File: src/rtl/ecp5pll_pkg.sv
// Shared types and default timing for the ECP5 PLL dynamic phase-shift sequencer.
// The calibration engine imports the same defaults so both sides agree on command cost.
package ecp5pll_pkg;

  localparam int DEF_SETUP_CYC = 4;
  localparam int DEF_PULSE_CYC = 4;
  localparam int DEF_GAP_CYC   = 8;
  localparam int DEF_STEP_W    = 8;

  // Widest step field a command can carry; STEP_W must not exceed this.
  localparam int CMD_STEPS_W   = 16;

  typedef enum logic [2:0] {
    IDLE,
    SETUP,
    PULSE,
    GAP,
    DONE,
    ABORT
  } phase_state_e;

  typedef struct packed {
    logic [1:0]             sel;
    logic                   dir;
    logic                   load;
    logic [CMD_STEPS_W-1:0] steps;
  } phase_cmd_t;

  function automatic int max3(input int a, input int b, input int c);
    int m;
    m = (a > b) ? a : b;
    return (m > c) ? m : c;
  endfunction

endpackage

File: src/rtl/ecp5pll_phase_ctrl_sync2.sv
// Two-flop synchronizer with asynchronous active-low reset; output is 0 out of reset.
module sync2 (
  input  logic clk_i,
  input  logic reset_n,
  input  logic d,
  output logic q
);

  logic meta;

  // NOTE: non-blocking assignments so both flops sample the pre-edge values and form a real 2-stage chain.
  always_ff @(posedge clk_i or negedge reset_n) begin
    if (!reset_n) begin
      meta <= 1'b0;
      q    <= 1'b0;
    end else begin
      meta <= d;
      q    <= meta;
    end
  end

endmodule

File: src/rtl/ecp5pll_phase_ctrl.sv
// Turns phase-adjust commands into timed phasesel/phasedir/phasestep/phaseloadreg waveforms
// for the ecp5pll dynamic-phase ports, aborting cleanly when the PLL loses lock.
module ecp5pll_phase_ctrl
  import ecp5pll_pkg::*;
#(
  parameter int SETUP_CYC = DEF_SETUP_CYC,
  parameter int PULSE_CYC = DEF_PULSE_CYC,
  parameter int GAP_CYC   = DEF_GAP_CYC,
  parameter int STEP_W    = DEF_STEP_W
) (
  input  logic              clk_i,
  input  logic              reset_n,
  input  logic              req_valid,
  output logic              req_ready,
  input  logic [1:0]        req_sel,
  input  logic              req_dir,
  input  logic              req_load,
  input  logic [STEP_W-1:0] req_steps,
  input  logic              pll_locked,
  output logic [1:0]        phasesel,
  output logic              phasedir,
  output logic              phasestep,
  output logic              phaseloadreg,
  output logic              done,
  output logic              err,
  output logic              locked_sync,
  output logic              busy
);

  localparam int TMR_W = $clog2(max3(SETUP_CYC, PULSE_CYC, GAP_CYC) + 1);

  typedef logic [TMR_W-1:0] tmr_t;

  localparam tmr_t SETUP_LD = tmr_t'(SETUP_CYC - 1);
  localparam tmr_t PULSE_LD = tmr_t'(PULSE_CYC - 1);
  localparam tmr_t GAP_LD   = tmr_t'(GAP_CYC - 1);

  phase_state_e state, next_state;
  tmr_t         tmr;
  phase_cmd_t   cmd;
  logic         accept;

  sync2 u_lock_sync (
    .clk_i   (clk_i),
    .reset_n (reset_n),
    .d       (pll_locked),
    .q       (locked_sync)
  );

  assign req_ready = (state == IDLE) && locked_sync;
  assign accept    = req_valid && req_ready;

  // Select and direction come straight from the latched command, so they cannot move mid-command.
  assign phasesel = cmd.sel;
  assign phasedir = cmd.dir;

  // NOTE: next_state gets its default before the case so no path leaves it unassigned (no latch).
  always_comb begin
    next_state = state;
    case (state)
      IDLE: begin
        if (accept) next_state = SETUP;
      end
      SETUP: begin
        if (!locked_sync)                       next_state = ABORT;
        else if (tmr == '0)                     next_state = (cmd.load || cmd.steps != '0) ? PULSE : GAP;
      end
      PULSE: begin
        if (!locked_sync)                       next_state = ABORT;
        else if (tmr == '0)                     next_state = GAP;
      end
      GAP: begin
        if (!locked_sync)                       next_state = ABORT;
        else if (tmr == '0)                     next_state = (cmd.steps != '0 && !cmd.load) ? PULSE : DONE;
      end
      DONE:    next_state = IDLE;
      ABORT:   next_state = IDLE;
      default: next_state = IDLE;
    endcase
  end

  always_ff @(posedge clk_i or negedge reset_n) begin
    if (!reset_n) begin
      state        <= IDLE;
      tmr          <= '0;
      cmd          <= '0;
      phasestep    <= 1'b0;
      phaseloadreg <= 1'b0;
      done         <= 1'b0;
      err          <= 1'b0;
      busy         <= 1'b0;
    end else begin
      state <= next_state;

      // Every state change reloads the timer for the state being entered.
      if (next_state != state) begin
        case (next_state)
          SETUP:   tmr <= SETUP_LD;
          PULSE:   tmr <= PULSE_LD;
          GAP:     tmr <= GAP_LD;
          default: tmr <= '0;
        endcase
      end else if (tmr != '0) begin
        tmr <= tmr - tmr_t'(1);
      end

      if (accept) begin
        cmd.sel   <= req_sel;
        cmd.dir   <= req_dir;
        cmd.load  <= req_load;
        cmd.steps <= CMD_STEPS_W'(req_steps);
      end else if (state == PULSE && next_state != PULSE && cmd.steps != '0) begin
        cmd.steps <= cmd.steps - CMD_STEPS_W'(1);
      end

      // Outputs are decoded from next_state so they line up with the state they describe.
      phasestep    <= (next_state == PULSE) && !cmd.load;
      phaseloadreg <= (next_state == PULSE) &&  cmd.load;
      done         <= (next_state == DONE) || (next_state == ABORT);
      err          <= (next_state == ABORT);
      busy         <= (next_state != IDLE);
    end
  end

endmodule

File: config.mk
export PLATFORM = sky130hd
export DESIGN_NAME = ecp5pll_phase_ctrl
export DESIGN_NICKNAME = d
export VERILOG_FILES = /design/src/rtl/ecp5pll_pkg.sv /design/src/rtl/ecp5pll_phase_ctrl_sync2.sv /design/src/rtl/ecp5pll_phase_ctrl.sv
export SDC_FILE = /design/constraint.sdc
export NUM_CORES = 1
export LEC_CHECK = 0
export CAP_MARGIN = 40
export CORE_MARGIN = 1
export CORE_UTILIZATION = 54
export DETAILED_ROUTE_END_ITERATION = 16
export PLACE_DENSITY = 0.89
export SLEW_MARGIN = 0
export SYNTH_ARGS = -nofsm -noshare
export SYNTH_HDL_FRONTEND = slang
export SYNTH_HIERARCHICAL = 1
export SYNTH_SLANG_ARGS = --single-unit
File: constraint.sdc
create_clock -name clk_i -period 2.9 [get_ports clk_i]
set_input_delay 0.725 -clock clk_i [delete_from_list [all_inputs] [get_ports clk_i]]
set_output_delay 0.725 -clock clk_i [all_outputs]
set_load 0.02 [all_outputs]
# Yosys cells after proc, flatten, opt, wreduce, memory -nomap -nowiden
# Index checks and enable logic that the tools add are counted.
# Widths: inputs -> output; s select.
[totals] latch_bits=0 elab_cells=58 output_inout_bits=10 n_memories=0 regBits=34 in_bits=16 romBits=0 mem_bits_rw=0
[classes] n_shift=0 reduce_logical=18 n_addsub=2 n_mul=0 n_div=0 n_bitwise=0 eq_ne=10 n_mux=15 order_cmp=0
[ops] cell="$mux 16" count=2
[ops] cell="$mux 3" count=8
[ops] cell="$reduce_bool 16->1" count=1
[ops] cell="$sub 16x1->16 const B" count=1
[ops] cell="$eq 3x2->1 const B" count=4
[ops] cell="$pmux 3 s4" count=1
[ops] cell="$mux 4" count=2
[ops] cell="$logic_and 1x1->1" count=7
[ops] cell="$eq 3x1->1 const B" count=2
[ops] cell="$eq 3x3->1 const B" count=2
[ops] cell="$pmux 3 s2" count=1
[ops] cell="$logic_not 4->1" count=1
[ops] cell="$reduce_bool 2->1" count=2
[ops] cell="$reduce_bool 4->1" count=1
[ops] cell="$sub 4x1->4 const B" count=1
[ops] cell="$logic_not 3->1" count=1
[ops] cell="$ne 3x2->1 const B" count=1
[ops] cell="$ne 3x3->1" count=1
[ops] cell="$reduce_bool 3->1" count=1
[ops] cell="$logic_or 1x1->1" count=2
[ops] cell="$reduce_or 2->1" count=1
[ops] cell="$logic_not 1->1" count=1
[ops] cell="$mux 1" count=1

# Logic depth before layout (Yosys ltp)
[logic_depth] depth_word=11 depth_mapped=10

# By module
# The synthesis kept the hierarchy.
[modules_own_cells] module="ecp5pll_phase_ctrl" seq_area_each_um2=800.8 cells_per_inst=192 area_each_um2=1868.0 instances=1
[modules_own_cells] module="sync2" seq_area_each_um2=50.0 cells_per_inst=2 area_each_um2=50.0 instances=1

# Worst setup path after synthesis
# OpenSTA, ideal clock, no wires.
[synth_path] path_type="register to register" from="register tmr[0]" to="register cmd[14] (netlist bit)" n_path_buf=2 t_arrival_ps=1996 stages_incl_launch_ff=11 setup_slack_ps=772 path_cell_list="dfrtp_1 -> inv_1 -> ha_1 -> or3b_1 -> buf_2 -> a21oi_4 -> a2111oi_4 -> buf_6 -> nor4_2 -> xnor2_1 -> nor2_1"
[synth_between] elab_chain_cells=8 elab_cells_between_ends=12
[synth_lines] element="start: declaration" line_no="ecp5pll_phase_ctrl.sv:39" text="tmr_t tmr;"
[synth_lines] element="start signal: assignment" line_no="ecp5pll_phase_ctrl.sv:104" text="tmr <= tmr - tmr_t'(1);"
[synth_lines] element="$logic_not 4->1 (*)" line_no="ecp5pll_phase_ctrl.sv:66, ecp5pll_phase_ctrl.sv:70, ecp5pll_phase_ctrl.sv:74"
[synth_lines] element="$mux 3, on equally long branches" line_no="ecp5pll_phase_ctrl.sv:74, ecp5pll_phase_ctrl.sv:66, ecp5pll_phase_ctrl.sv:70"
[synth_lines] element="$mux 3, on equally long branches" line_no="ecp5pll_phase_ctrl.sv:73, ecp5pll_phase_ctrl.sv:65, ecp5pll_phase_ctrl.sv:69"
[synth_lines] element="$pmux 3 s4 (*)" line_no="ecp5pll_phase_ctrl.sv:60" text="case (state)"
[synth_lines] element="$ne 3x2->1 (*)" line_no="ecp5pll_phase_ctrl.sv:112" text="end else if (state == PULSE && next_state != PULSE && cmd.steps != '0) begin"
[synth_lines] element="$logic_and 1x1->1 (*) (2 in series)" line_no="ecp5pll_phase_ctrl.sv:112"
[synth_lines] element="$reduce_bool 2->1 (no line) (*)"
[synth_lines] element="end: declaration" line_no="ecp5pll_phase_ctrl.sv:40" text="phase_cmd_t cmd;"
# Every way passes the cells marked *; elsewhere a longest branch is shown, timed or not.
# A chain may end at the register's enable or synchronous reset.

# Worst setup path after layout
[layout_path] from="register state[2]" to="output req_ready"
[layout_between] elab_chain_cells=2
[layout_lines] element="start: declaration" line_no="ecp5pll_phase_ctrl.sv:38" text="phase_state_e state, next_state;"
[layout_lines] element="start signal: assignment" line_no="ecp5pll_phase_ctrl.sv:93" text="state <= next_state;"
[layout_lines] element="$logic_not 3->1" line_no="ecp5pll_phase_ctrl.sv:50" text="assign req_ready = (state == IDLE) && locked_sync;"
[layout_lines] element="$logic_and 1x1->1" line_no="ecp5pll_phase_ctrl.sv:50"
[layout_lines] element="end: declaration" line_no="ecp5pll_phase_ctrl.sv:14" text="output logic req_ready,"
# Every way passes these cells.

==> qor.txt <==
Status = finished, final reports clean
Power, Total = 2.19 mW
Post-synth top cells = dfrtp_1 (34), nand2_1 (29), nor2_1 (14)
FILL cells = 284
Distinct cell type count of the synthesized netlist = 52
Crit share post-route = 93.3%
Reg clk slew, reported paths = 0.11 ns
Yosys warning count = 6
Worst Path Arrival = 1.98 ns
Drt via density = 5.38
Rows = 21
Mapped cell area = 1920 sq um
CTS Hold Bufs = 0
Hold Vio Cnt, Final = 0
Crit path kind = reg2out
Final Critical Period = 2.71 ns
Placed instance count = 260
Top cell type's share of synthesized area = 44.4%
P_sw = 0.960 mW
Internal = 1.23 mW
Root Driver = clkbuf_4
Clock Skews = 0.0139 ns
CTS tree = yes
Seq/Total Area, Yosys = 44.4%
Fraction of registers with async set or reset after synthesis = 100%
Top_reg_cell synth = dfrtp_1
Syn-to-layout area delta = 18.3%
Total grt overflow = 0
Clock Power Share = 12.8%
LEAKAGE = 0.958 nW
Skew-Pair Late Insertion Delay = 0.36 ns
Routed WL per cell = 13.9 um
Cells on Worst Hold Path = 0
HP Start = u_lock_sync/meta
Critical Path Fanout Max = 6
Number of synthesized flops with an enable pin = 0
Max_slew headroom = 55.8%
Post-Route WL = 3730 um
Number of global-route vias before repair = 1383
Setup TNS = 0 ns
Clock buffer count from CTS = 5
Sw Ratio = 43.9%
Crit path launch type = flop
# nets final = 240
Post-Syn Instances = 194
PortBufs = 25
Syn_nets = 213
Initial antenna violation count = 0
Routability congestion estimate = 0.869
Final cell count without fillers = 268
Largest net degree at the start of global routing = 35
Total number of vias = 1441
# clock sinks = 34
Flop pwr share = 36.8%
RSZ-0062 raised after global routing = false
Least-Margin Pin Slew = 0.659 ns
Pre-antenna DRT Iters = 4
I/O Pins = 26
Fmax = 369 MHz
Core Area = 3360 sq um
Die ar. = 3790 sq um
#FFs+latches synth = 34
Diode count = 0
Cell accounting for the most synthesized area = dfrtp_1
Reg2reg start = tmr[0]
PwrDens = 963 nW/um^2
CP Capture Type = primary output
GRT Overall Usage = 23.4%
Htree depth = 2
DRC = 0
HPWL Detailed = 2630 um
Final ANT Viol Nets = 0
Initial DRC Count = 45
MaxCap Viol Count = 0
Clk buf depth = 2
Final setup fails = 0
Mean Syn Cell Area = 9.89 sq um
CP Data Required Time = 2.17 ns
Initial Utilization = 57.0%
Hold crit path type = reg2reg
Fin. max-slew vios = 0
Combinational Power Share = 50.4%
Die X = 61.6 um
Area of the multi-input gates = 982 sq um
First-pass GRT wire length = 6310 um
Top area cells in the synthesized netlist = dfrtp_1 (44%), xnor2_1 (5.9%), nand2_1 (5.7%)
Most numerous cell in the Yosys netlist = dfrtp_1
Die H = 61.6 um
Sequential Area = 851 sq um
Worst reg2reg path depth = 9
Peak ir drop on the vdd network = 0.468 mV
Origin of the worst setup path = state[2]
Layout cells sized above 1 = 15.3%
area by class of cell:
type	instances	area share [%]
Clock inverter	1	0.221
Inverter	9	1.71
Timing Repair Buffer	29	12.3
Clock buffer	7	2.43
Tap cell	46	2.54
Multi-Input combinational cell	142	43.3
Sequential cell	34	37.5
repair_timing:
action,4_1_cts,5_1_grt
setup endpoints to repair,0,1
gates resized for setup,0,1
buffers inserted,0,0
cell families (layout without fill, tap and decap cells):
family | after synthesis | count (layout) | synth area share, %
mux | 5 | 5 | 2.61
simple gates | 90 | 90 | 28.4
flops | 34 | 34 | 44.4
fa+ha+maj | 3 | 3 | 1.96
compound gates | 31 | 31 | 12.1
buf+inv | 18 | 46 | 4.70
xor+xnor | 13 | 13 | 5.94
registers in the layout, indices dropped and copies added (netlist names):
| signal | count |
|---|---|
| phasedir | 1 |
| u_lock_sync/meta | 1 |
| err | 1 |
| phasestep | 1 |
| cmd | 17 |
| u_lock_sync/q | 1 |
| state | 3 |
| phasesel | 2 |
| phaseloadreg | 1 |
| tmr | 4 |
| done | 1 |
| busy | 1 |
cells in the final DEF (no fill, tap or decap), types with 5 or more instances in the layout:
| cell | Yosys | routed |
|---|---|---|
| o21ai_1 | 5 | 5 |
| mux2i_1 | 5 | 5 |
| clkdlybuf4s50_1 | 0 | 25 |
| a21oi_1 | 5 | 5 |
| o21ai_0 | 6 | 6 |
| dfrtp_1 | 34 | 34 |
| clkbuf_4 | 0 | 5 |
| nor4_1 | 5 | 5 |
| xnor2_1 | 13 | 13 |
| nor2_1 | 14 | 14 |
| nand2_1 | 29 | 29 |
| nor3_1 | 9 | 8 |
| inv_1 | 8 | 8 |
power by group through the flow:
| stage | clock (mW) | combinational, mW | sequential [mW] |
|---|---|---|---|
| CTS | 0.285 | 1.10 | 0.800 |
| finish | 0.279 | 1.10 | 0.805 |
| global placement | 0 | 1.06 | 0.803 |
| floorplan | 0 | 0.843 | 0.785 |
| detailed placement | 0 | 1.09 | 0.807 |
| global route | 0.312 | 1.22 | 0.832 |
worst paths after layout:
| path | end | slack (ns) |
|---|---|---|
| min | u_lock_sync/q | 0.36 |
| min reg2reg | u_lock_sync/q | 0.36 |
| max reg2reg | cmd[3] | 0.45 |
| min in group asynchronous | phaseloadreg | 0.76 |
| max | req_ready | 0.19 |
| max in group asynchronous | cmd[5] | 1.84 |
per-layer routing:
| metal | track usage (%) | routed length (um) |
|---|---|---|
| met1 | 31.1 | 1860 |
| met3 | 7.77 | 138 |
| met2 | 35.3 | 1660 |
| met4 | 8.89 | 78 |
| met5 | 0 | 0 |
stage by stage:
step	area (sq um)	utilization (%)	setup slack (ns)	hold slack [ns]
2_1_floorplan	1920	-	0.772	0.331
3_3_place_gp	2200	65.6	0.431	0.331
3_5_place_dp	2200	65.6	0.339	0.347
4_1_cts	2260	67.3	0.0839	0.370
5_1_grt	2270	67.5	0.0300	0.383
6_report	2270	67.5	0.193	0.365
worst max-delay path, cell delays in order (launching register included):
cell and delay, ns:
dfrtp_1 0.48, inv_1 0.19, nand2_1 0.11, nor3_2 0.19
clkdlybuf4s50_1 0.65
(Power assumes the default switching activity.)
